===== src/rtl/simon_pkg.sv =====
// Shared definitions for the SIMON input-packet front end: FSM states,
// info-byte bit positions and the fixed packet header layout.
package simon_pkg;

    typedef enum logic [2:0] {
        IDLE,
        CHECK,
        KEYLD,
        BLK_LO,
        BLK_HI
    } state_t;

    localparam int unsigned INFO_DIR  = 4;
    localparam int unsigned INFO_KEY  = 5;
    localparam int unsigned INFO_LAST = 6;
    localparam int unsigned INFO_2BLK = 7;

    // Header bytes sit above the N-dependent payload in every packet.
    typedef struct packed {
        logic [7:0] info;
        logic [7:0] count;
    } pkt_hdr_t;

endpackage


===== src/rtl/simon_data_in.sv =====
// Input-packet front end: captures host packets, validates mode/sequence/direction,
// then loads the key register or hands one or two blocks to the cipher core.
module simon_data_in
    import simon_pkg::*;
#(
    parameter int unsigned N    = 16,
    parameter int unsigned M    = 4,
    parameter int unsigned MODE = 0
) (
    input  logic                   clk,
    input  logic                   R,
    input  logic [8*(2+N/2)-1:0]   in,
    input  logic                   doneIN,
    output logic                   readIN,
    output logic [2*N-1:0]         blockIN,
    output logic [7:0]             infoIN,
    output logic [7:0]             countIN,
    output logic                   doneData,
    input  logic                   readData,
    output logic [M*N-1:0]         KEY,
    output logic                   keyValid,
    output logic                   errCount,
    output logic                   errMode,
    output logic                   errDir
);

    typedef struct packed {
        pkt_hdr_t             hdr;
        logic [3:0][N-1:0]    data;
    } pkt_t;

    state_t                state;
    pkt_t                  pkt;
    logic [7:0]            expected;
    logic [M-1:0][N-1:0]   key;

    assign KEY = key;

    always_ff @(posedge clk) begin
        if (R) begin
            state    <= IDLE;
            pkt      <= '0;
            expected <= '0;
            key      <= '0;
            readIN   <= 1'b0;
            keyValid <= 1'b0;
            doneData <= 1'b0;
            blockIN  <= '0;
            infoIN   <= '0;
            countIN  <= '0;
            errCount <= 1'b0;
            errMode  <= 1'b0;
            errDir   <= 1'b0;
        end else begin
            readIN   <= 1'b0;
            keyValid <= 1'b0;
            unique case (state)
                IDLE: begin
                    if (doneIN && !readIN) begin
                        pkt    <= in;
                        readIN <= 1'b1;
                        state  <= CHECK;
                    end
                end
                CHECK: begin
                    if (pkt.hdr.count != expected) begin
                        errCount <= 1'b1;
                        state    <= IDLE;
                    end else if (pkt.hdr.info[3:0] != MODE[3:0]) begin
                        errMode <= 1'b1;
                        state   <= IDLE;
                    end else if (pkt.hdr.info[INFO_DIR]) begin
                        errDir <= 1'b1;
                        state  <= IDLE;
                    end else begin
                        expected <= pkt.hdr.info[INFO_LAST] ? 8'd0 : expected + 8'd1;
                        state    <= pkt.hdr.info[INFO_KEY] ? KEYLD : BLK_LO;
                    end
                end
                KEYLD: begin
                    for (int unsigned i = 0; i < M; i++) begin
                        key[i] <= pkt.data[i];
                    end
                    keyValid <= 1'b1;
                    state    <= IDLE;
                end
                BLK_LO, BLK_HI: begin
                    // Each half spends one cycle with doneData low before presenting.
                    if (!doneData) begin
                        doneData <= 1'b1;
                        blockIN  <= (state == BLK_LO) ? {pkt.data[1], pkt.data[0]}
                                                      : {pkt.data[3], pkt.data[2]};
                        infoIN   <= pkt.hdr.info;
                        countIN  <= pkt.hdr.count;
                    end else if (readData) begin
                        doneData <= 1'b0;
                        state    <= (state == BLK_LO && pkt.hdr.info[INFO_2BLK]) ? BLK_HI : IDLE;
                    end
                end
                default: state <= IDLE;
            endcase
        end
    end

endmodule


===== config.mk =====
export PLATFORM = sky130hd
export DESIGN_NAME = simon_data_in
export DESIGN_NICKNAME = d
export VERILOG_FILES = /design/src/rtl/simon_pkg.sv /design/src/rtl/simon_data_in.sv
export SDC_FILE = /design/constraint.sdc
export NUM_CORES = 1
export LEC_CHECK = 0
export ABC_AREA = 1
export CAP_MARGIN = 15
export CORE_MARGIN = 2
export CORE_UTILIZATION = 30
export DETAILED_ROUTE_END_ITERATION = 10
export SLEW_MARGIN = 20
export SYNTH_ARGS = -nofsm -noshare
export SYNTH_HDL_FRONTEND = slang
export SYNTH_SLANG_ARGS = --single-unit

===== constraint.sdc =====
create_clock -name clk -period 3 [get_ports clk]
set_input_delay 0.6 -clock clk [delete_from_list [all_inputs] [get_ports clk]]
set_output_delay 0.6 -clock clk [all_outputs]
set_load 0.05 [all_outputs]

Word-level counts from Yosys, hierarchy flattened:

Cells that the tools add are included.

* bits in registers: 209
* bits in latches: 0
* memory bits (writable): 0
* ROM bits: 0
* bits of input ports: 84
* memories kept: 0

* add/sub/neg operators: 1
* multiply operators: 0
* div/mod/pow operators: 0
* $lt $le $gt $ge: 0
* equality and inequality tests: 8
* shift-type cells: 0
* mux-type cells: 15
* bitwise logic cells: 5
* reductions and logical operators: 14

Operator list (count)
* $mux W32: 1
* $mux W3: 4
* $pmux W3 S3: 1
* $add A8 B1 Y8 const B: 1
* $mux W8: 1
* $ne A8 B8 Y1: 1
* $reduce_and A4 Y1: 2
* $eq A3 B2 Y1 const B: 2
* $mux W2: 3
* $ne A2 B2 Y1 const B: 3
* $reduce_and A2 Y1: 3
* $reduce_and A3 Y1: 2
* $mux W1: 5
* $not A1 Y1: 5
* $reduce_bool A4 Y1: 1
* $reduce_or A2 Y1: 2
* $eq A3 B1 Y1 const B: 1
* $eq A3 B3 Y1 const B: 1
* $logic_not A3 Y1: 1
* $logic_and A1 B1 Y1: 2
* $logic_not A1 Y1: 1

Depth between registers and ports, before layout:

Gate-level depths: netlist of the first run.

* word-level depth: 6
* gate-level depth with buffers: 11

Worst setup path after synthesis of the first run:

OpenSTA, ideal clock, no wires.

* path type: input to register
* from: input R
* to: register pkt[32] (netlist bit)
* arrival: 1.497 ns
* data required time: 2.935 ns
* path slack: 1.439 ns
* cell stages on the path: 6
* path through: clkbuf_1 inv_1 clkbuf_1 clkbuf_1 o21ai_0 nor2_1

RTL lines
* from (decl): RTL line simon_data_in.sv:11 `input logic R,`
* to (signal assigned): RTL line simon_data_in.sv:60 `pkt <= in;`
* to (decl): RTL line simon_data_in.sv:33 `pkt_t pkt;`

Worst setup path in the final report of the first run:

* from: register readIN
* to: output readIN

RTL lines
* from (decl): RTL line simon_data_in.sv:14 `output logic readIN,`
* from (signal assigned): RTL line simon_data_in.sv:45 `readIN <= 1'b0;`
* from (signal assigned): RTL line simon_data_in.sv:55 `readIN <= 1'b0;`
* from (signal assigned): RTL line simon_data_in.sv:61 `readIN <= 1'b1;`

No word-level cell between the ends.

==> impl_metrics.ini, run 1 <==
[timing]
drv_slew = 0
setup_viol = 0
slew_headroom = 0.448
final.setup.tns_ns = 0
clock_skew_ns = 0.0121
fmax_ghz = 0.426
worst_pin_slew_ns = 0.828
post-route-period-util = 0.783
fin_crit_ns = 2.35
hold_ws_ns = 0.453
hold_violations = 0
rsz0062_at_grt = false

[yosys]
synthTopCellsByCount = dfxtp_1, o21ai_0, nor2_1, nand2_1, a21oi_1
synth-edff-count = 0
yosysWarnings = 0
yosys.area.top_type = dfxtp_1
seq_area_frac_synth = 0.542
ys_types = 26
synth_top_cells_by_area = dfxtp_1, o21ai_0, nor2_1
yosysTopAreaCellShare = 0.542
syn_area_per_cell_um2 = 7.81
ys_seq_elements = 209
synth_ff_type = dfxtp_1
synth.cell_area_um2 = 7720
synth_nets = 1074
synth_most_common_cell = dfxtp_1
synthCells = 989
ys_async_sr_fraction = 0

[critical_path]
cp.arrival_ns = 1.75
reg2reg_from = state[2]$_SDFFE_PP0P_
worstSetupEndpointType = output port
r2r-end = blockIN[12]$_SDFFE_PP0N_
critPathMaxStageDelay_ns = 0.84
crit_path_max_fanout = 3
cp.depth = 1
r2r_slack_ns = 1.02
cp_data_required_time_ns = 2.40
crit_buf_inv = 1
endpoint = readIN
slowest_stage = clkdlybuf4s50_1
path_cells = clkdlybuf4s50_1
ff2ff_path_depth = 10
critPathKind = reg -> out
crit_start = readIN$_SDFF_PP0_
cp-start-kind = register
cp_top_family = buffers and inverters

[clocking]
cts_made_buffers = 24
cts_tree = yes
clock_latency_ns = 0.51
cts_hold_buffers = 0
ctsHtreeMaxLevel = 1
root_buffer = clkbuf_16
clk_pin_slew_ns = 0.06
cts_sinks = 209
clock_path_buffers = 3
post_cts_resized = 0
cts_setup_buffers = 0

[place]
port_buffers = 201
place_hpwl_mm = 14.7
gp_congestion = 0.781

[power_and_ir_drop]
intPower_mw = 5.10
power_frac_clock = 0.461
vdd_drop_max_v = 0.000289
swShare = 0.238
finalPower_mw = 6.70
power_density_nw_per_um2 = 618
comb_power_share = 0.092
pwr-share-seq = 0.446
p_leak_nw = 4.05
switchingPower_mw = 1.60

[finish]
layout.nets = 1242
n_antenna_cell = 0
regArea_um2 = 4180
multi_input_area_um2 = 2980
syn_to_final_growth_pct = 40.4
drive_gt1_frac = 0.0605
fillers = 2520

[grt]
grt_pass1_vias = 6663
grt_use_total = 0.164
antenna_found_initial = 0
globalRouteOverflowTotal = 0
grt_pass1_wl_mm = 35.5
grt_max_degree = 120

[worst_hold_path]
hp-class = reg -> reg

[route]
wire_per_inst_um = 15.1
drc_errors = 0
drt_pass1_iterations = 4
via_per_inst = 4.64
drt_iter0_drc = 334
vias = 6968
postRouteAntennaNets = 0
routed_wl_mm = 22.6

[floorplan]
die_w_um = 164
die_height_um = 164
core_area_um2 = 25300
dieArea_um2 = 27000
rows = 58
ios = 202
initial_core_util = 0.306

[flow_run]
maxCapViolCount = 0

[outcome]
status = complete, no violations
## placed cells by master, fill, tap and decap left out, drive strengths merged
master           n
nand2          122
nor3             6
clkdlybuf4s50  201
a31oi           32
nor2           178
buf             13
xor2             3
dfxtp          209
nand3            8
clkbuf          36
bufinv           3
a21oi           98
o21ai          194
ha               1
inv             62
clkinv           4
nor3b            2
nand4            1
## area by class of cell
type,count,share of cell area
clock inverters,6,0.0100
clock buffers,36,0.0680
repair buffers,214,0.200
flip-flops and latches,209,0.386
inverters,63,0.0227
multi-input cells,645,0.275
well taps,330,0.0381
## per-layer routing
| metal | up-vias | wire (um) | GRT usage |
|---|---|---|---|
| li1 | 3594 | - | - |
| met1 | 3168 | 10100 | 0.216 |
| met2 | 179 | 10500 | 0.267 |
| met3 | 27 | 1700 | 0.0460 |
| met4 | 0 | 335 | 0.0344 |
| met5 | - | 0 | 0 |
## through the flow
stage | std cells | util | cell area (um2) | setup slack, ns
final | 1503 | 0.429 | 10800 | 0.652
after global routing | 1503 | 0.429 | 10800 | 0.614
after CTS | 1503 | 0.429 | 10800 | 0.620
after detailed placement | 1461 | 0.396 | 9990 | 0.463
after global placement | 1461 | 0.396 | 9990 | 0.509
after floorplan | 989 | - | 7720 | 1.44
## how the worst min path moves through the flow
stage	start	to	slack, ns	cells past startpoint
2_1_floorplan	pkt[0]$_SDFFE_PP0P_	KEY[0]$_SDFFE_PP0P_	0.44	2
3_3_place_gp	errMode$_SDFFE_PP0P_	errMode$_SDFFE_PP0P_	0.44	2
3_5_place_dp	errDir$_SDFFE_PP0P_	errDir$_SDFFE_PP0P_	0.45	2
4_1_cts	errDir$_SDFFE_PP0P_	errDir$_SDFFE_PP0P_	0.46	2
5_1_grt	errMode$_SDFFE_PP0P_	errMode$_SDFFE_PP0P_	0.47	2
6_report	errDir$_SDFFE_PP0P_	errDir$_SDFFE_PP0P_	0.45	2
## cells by family after synthesis
group / count (synthesis) / share of synthesized area
AO/OA/AOI/OAI: 324 / 0.217
AND/OR/NAND/NOR: 317 / 0.162
flip-flops: 209 / 0.542
buffers and inverters: 135 / 0.0736
XOR/XNOR: 3 / 0.00340
adder cells (fa/ha/maj): 1 / 0.00162
## state kept, by name, summed over array words and instances (netlist names)
register,count
doneData,1
infoIN,8
pkt,80
blockIN,32
keyValid,1
expected,8
errCount,1
errMode,1
errDir,1
KEY,64
readIN,1
state,3
countIN,8
## power by group through the flow
| stage | clock network [mW] | registers, mW | logic, mW |
|---|---|---|---|
| 4_1_cts | 3.16 | 2.99 | 0.627 |
| 3_3_place_gp | 0 | 3.05 | 0.618 |
| 2_1_floorplan | 0 | 3.09 | 0.321 |
| 3_5_place_dp | 0 | 3.05 | 0.623 |
| 6_report | 3.09 | 2.99 | 0.619 |
| 5_1_grt | 3.27 | 3.01 | 0.693 |
Note: power is estimated with default switching activity, not from simulation.
==> run 2, diff against run 1 <==
- clock period: 3 -> 1.9 ns (I/O delays scaled with it)
==> impl_metrics.ini, run 2 (synthesis results as in run 1) <==
[timing]
drv_slew = 0
post-route-period-util = 0.942
setup_viol = 0
final.setup.tns_ns = 0
fmax_ghz = 0.559
worst_pin_slew_ns = 0.510
fin_crit_ns = 1.79
hold_violations = 0
clock_skew_ns = 0.0132
rsz0062_at_grt = false
slew_headroom = 0.661

[finish]
largest_reg_flops = 80
syn_to_final_growth_pct = 38.7
layout_common_cells = dfxtp_1, o21ai_0, nor2_1, nand2_1, a21oi_1
mostFrequentLayoutCell = dfxtp_1
layout.nets = 1250
top_register = pkt
drive_gt1_frac = 0.119
n_antenna_cell = 0

[critical_path]
ff2ff_path_depth = 10
slowest_stage = dlygate4sd2_1
crit_buf_inv = 1
critPathMaxStageDelay_ns = 0.54
cp-start-kind = register
crit_path_max_fanout = 2
cp.depth = 1
worstSetupEndpointType = output port
critPathKind = reg -> out
cp.arrival_ns = 1.41
cp_data_required_time_ns = 1.52
path_cells = dlygate4sd2_1
cp_top_family = buffers and inverters

[floorplan]
initial_core_util = 0.306
dieArea_um2 = 27000
die_w_um = 164
die_height_um = 164
core_area_um2 = 25300
ios = 202
rows = 58

[power_and_ir_drop]
power_density_nw_per_um2 = 980
p_leak_nw = 4.51
vdd_drop_max_v = 0.000518
finalPower_mw = 10.5

[place]
port_buffers = 201
gp_congestion = 0.789
place_hpwl_mm = 15.6

[clocking]
clock_path_buffers = 3
clk_pin_slew_ns = 0.06
cts_sinks = 209
root_buffer = clkbuf_16
ctsHtreeMaxLevel = 1
cts_made_buffers = 24
cts_tree = yes
clock_latency_ns = 0.51

[grt]
grt_max_degree = 75
grt_pass1_vias = 6648
antenna_found_initial = 0
grt_pass1_wl_mm = 35.7
globalRouteOverflowTotal = 0
grt_use_total = 0.166

[route]
drc_errors = 0
drt_pass1_iterations = 5
postRouteAntennaNets = 0
drt_iter0_drc = 385
via_per_inst = 4.59
routed_wl_mm = 22.6
vias = 6942
wire_per_inst_um = 14.9

[worst_hold_path]
hp-class = reg -> reg
holdPathStages = 2

[outcome]
status = complete, no violations

[flow_run]
maxCapViolCount = 0
[run 2: cell count changes in the layout (fill, tap and decap cells not counted), sizes merged]
cell and change:
clkdlybuf4s50 -118, buf +66, dlygate4sd2 +60, clkinv +4, clkbuf -2, bufinv -1, clkinvlp +1
[run 2: path summary, 6_finish.rpt]
kind,slack (ns),to,start
min reg2reg,0.45,errDir$_SDFFE_PP0P_,errDir$_SDFFE_PP0P_
max,0.11,KEY[18],KEY[18]$_SDFFE_PP0P_
min,0.45,errDir$_SDFFE_PP0P_,errDir$_SDFFE_PP0P_
max reg2reg,0.25,expected[3]$_SDFFE_PP0P_,expected[5]$_SDFFE_PP0P_
[run 2: through the flow]
stage	instance area [um2]	hold WS (ns)	utilization	setup WS [ns]	instances
4_1_cts	10700	0.443	0.424	0.0926	1513
5_1_grt	10700	0.461	0.424	0.0225	1513
3_5_place_dp	9940	0.447	0.394	0.0296	1469
3_3_place_gp	9940	0.442	0.394	0.0406	1469
6_report	10700	0.451	0.424	0.110	1513
2_1_floorplan	7720	0.444	-	0.476	989
[run 2: cell type report]
type / instances / area (um2)
Tap cell: 330 / 413
Timing Repair Buffer: 222 / 2050
Sequential cell: 209 / 4180
Fill cell: 2628 / 14500
Clock buffer: 34 / 729
Inverter: 63 / 244
Clock inverter: 10 / 106
Multi-Input combinational cell: 645 / 2990
[run 2: power breakdown]
group	switching, mW	leakage (nW)	internal (mW)
clock	1.83	0.417	2.94
sequential	0.131	1.70	4.59
combinational	0.593	2.39	0.406
[run 2: routing by layer]
layer,GRT usage,up-vias,part of all wire
met2,0.269,170,0.46
met3,0.0485,28,0.071
met4,0.0368,0,0.018
met1,0.220,3141,0.45
met5,0,-,0
li1,-,3603,-
[run 2: what timing repair did]
item	CTS	global route
endpoints found under the setup margin	60	7
resized for setup	60	1
buffers inserted	0	0
hold buffers	0	0
==> run 3, diff against run 2 <==
--- a/constraint.sdc
+++ b/constraint.sdc
@@ -3,2 +3,2 @@
 set_output_delay 0.38 -clock clk [all_outputs]
-set_load 0.05 [all_outputs]
+set_load 0.01 [all_outputs]
==> impl_metrics.ini, run 3 (synthesis results as in run 1) <==
[worst_hold_path]
hp-start = errDir$_SDFFE_PP0P_
hp-class = reg -> reg
holdPathStages = 2
min_delay_worst_endpoint = errDir$_SDFFE_PP0P_

[place]
gp_congestion = 0.775
port_buffers = 201
place_hpwl_mm = 15.7
placed_cell_area_um2 = 10100

[critical_path]
cp.arrival_ns = 1.45
path_cells = clkdlybuf4s50_1
cp_data_required_time_ns = 1.52
r2r_slack_ns = 0.25
cp_top_family = buffers and inverters
ff2ff_path_depth = 10
critPathMaxStageDelay_ns = 0.62
crit_path_max_fanout = 2
reg2reg_from = expected[5]$_SDFFE_PP0P_
critPathKind = reg -> out
r2r-end = expected[2]$_SDFFE_PP0P_
worstSetupEndpointType = output port
cp-start-kind = register
cp.depth = 1
crit_buf_inv = 1
slowest_stage = clkdlybuf4s50_1

[clocking]
root_buffer = clkbuf_16
cts_sinks = 209
cts_setup_buffers = 0
cts_tree = yes
ctsHtreeMaxLevel = 1
clk_pin_slew_ns = 0.06
clock_latency_ns = 0.51
clock_path_buffers = 3
cts_made_buffers = 24

[flow_run]
maxCapViolCount = 0

[route]
wire_per_inst_um = 15.2
drt_iter0_drc = 420
drt_pass1_iterations = 4
drc_errors = 0
postRouteAntennaNets = 0
routed_wl_mm = 22.9
via_per_inst = 4.67
vias = 7037

[power_and_ir_drop]
pwr-share-seq = 0.461
p_leak_nw = 4.10
power_density_nw_per_um2 = 942
vdd_drop_max_v = 0.000569
intPower_mw = 7.85
swShare = 0.235
power_frac_clock = 0.449
comb_power_share = 0.090
switchingPower_mw = 2.41

[finish]
n_antenna_cell = 0
top_register = pkt
final_area_um2 = 10900
mostFrequentLayoutCell = dfxtp_1
layout_common_cells = dfxtp_1, clkdlybuf4s50_1, o21ai_0, nor2_1, nand2_1
syn_to_final_growth_pct = 41.0
largest_reg_flops = 80
layout.nets = 1249
drive_gt1_frac = 0.0646

[grt]
grt_pass1_vias = 6784
antenna_found_initial = 0
grt_pass1_wl_mm = 36.1
grt_max_degree = 75
grt_use_total = 0.167
globalRouteOverflowTotal = 0

[floorplan]
rows = 58
ios = 202
initial_core_util = 0.306
die_height_um = 164
core_area_um2 = 25300
die_w_um = 164
dieArea_um2 = 27000

[timing]
fmax_ghz = 0.547
clock_skew_ns = 0.00975
post-route-period-util = 0.963
slew_headroom = 0.682
rsz0062_at_grt = false
final.setup.tns_ns = 0
drv_slew = 0
hold_violations = 0
worst_pin_slew_ns = 0.476
fin_crit_ns = 1.83
setup_viol = 0

[outcome]
status = complete, no violations
-- run 3: worst max path at each step --
stage	slack, ns	start	end
6_report	0.07	blockIN[14]$_SDFFE_PP0N_	blockIN[14]
2_1_floorplan	0.50	expected[5]$_SDFFE_PP0P_	expected[1]$_SDFFE_PP0P_
3_3_place_gp	0.03	doneIN	pkt[3]$_SDFFE_PP0P_
4_1_cts	0.04	doneData$_SDFFE_PP0N_	doneData
5_1_grt	0.01	KEY[44]$_SDFFE_PP0P_	KEY[44]
3_5_place_dp	0.01	doneIN	pkt[0]$_SDFFE_PP0P_
-- run 3: timing repair --
item | in CTS | in global routing
pin swaps | 0 | 0
resized for setup | 1 | 2
endpoints found under the setup margin | 1 | 8
hold buffers | 0 | 0
-- run 3: layout make-up --
| type | instances | area (um2) |
|---|---|---|
| tap | 330 | 413 |
| inverter | 63 | 244 |
| clock buffer | 33 | 706 |
| fill | 2530 | 14400 |
| sequential | 209 | 4180 |
| clock inverter | 6 | 80.1 |
| timing repair buffer | 221 | 2280 |
| multi-input combinational | 645 | 2990 |
-- run 3: power groups by stage --
stage	clock, mW	combinational, mW	sequential [mW]
after floorplan	0	0.506	4.79
after global placement	0	0.925	4.82
after detailed placement	0	0.934	4.82
after CTS	4.73	0.939	4.73
after global routing	4.92	1.05	4.75
final	4.60	0.928	4.73
-- run 3: worst min-delay path, cell delays in order, from the launching register on --
cell	delay (ns)
dfxtp_1	0.31
inv_1	0.05
a21oi_1	0.05
-- run 3: per-layer routing --
metal,GRT usage,wire length [um],vias to the layer above
met3,0.0439,1570,37
met2,0.274,10400,169
met1,0.218,10300,3225
li1,-,-,3606
met4,0.0455,537,0
met5,0,0,-
-- run 3: stage by stage --
step,power [mW],hold WS [ns],worst slack [ns],cells,utilization
CTS,10.4,0.436,0.0403,1507,0.431
floorplan,5.30,0.444,0.501,989,-
finish,10.3,0.454,0.0712,1507,0.431
global placement,5.74,0.441,0.0334,1468,0.400
detailed placement,5.76,0.449,0.0137,1468,0.400
global route,10.7,0.453,0.0134,1507,0.431
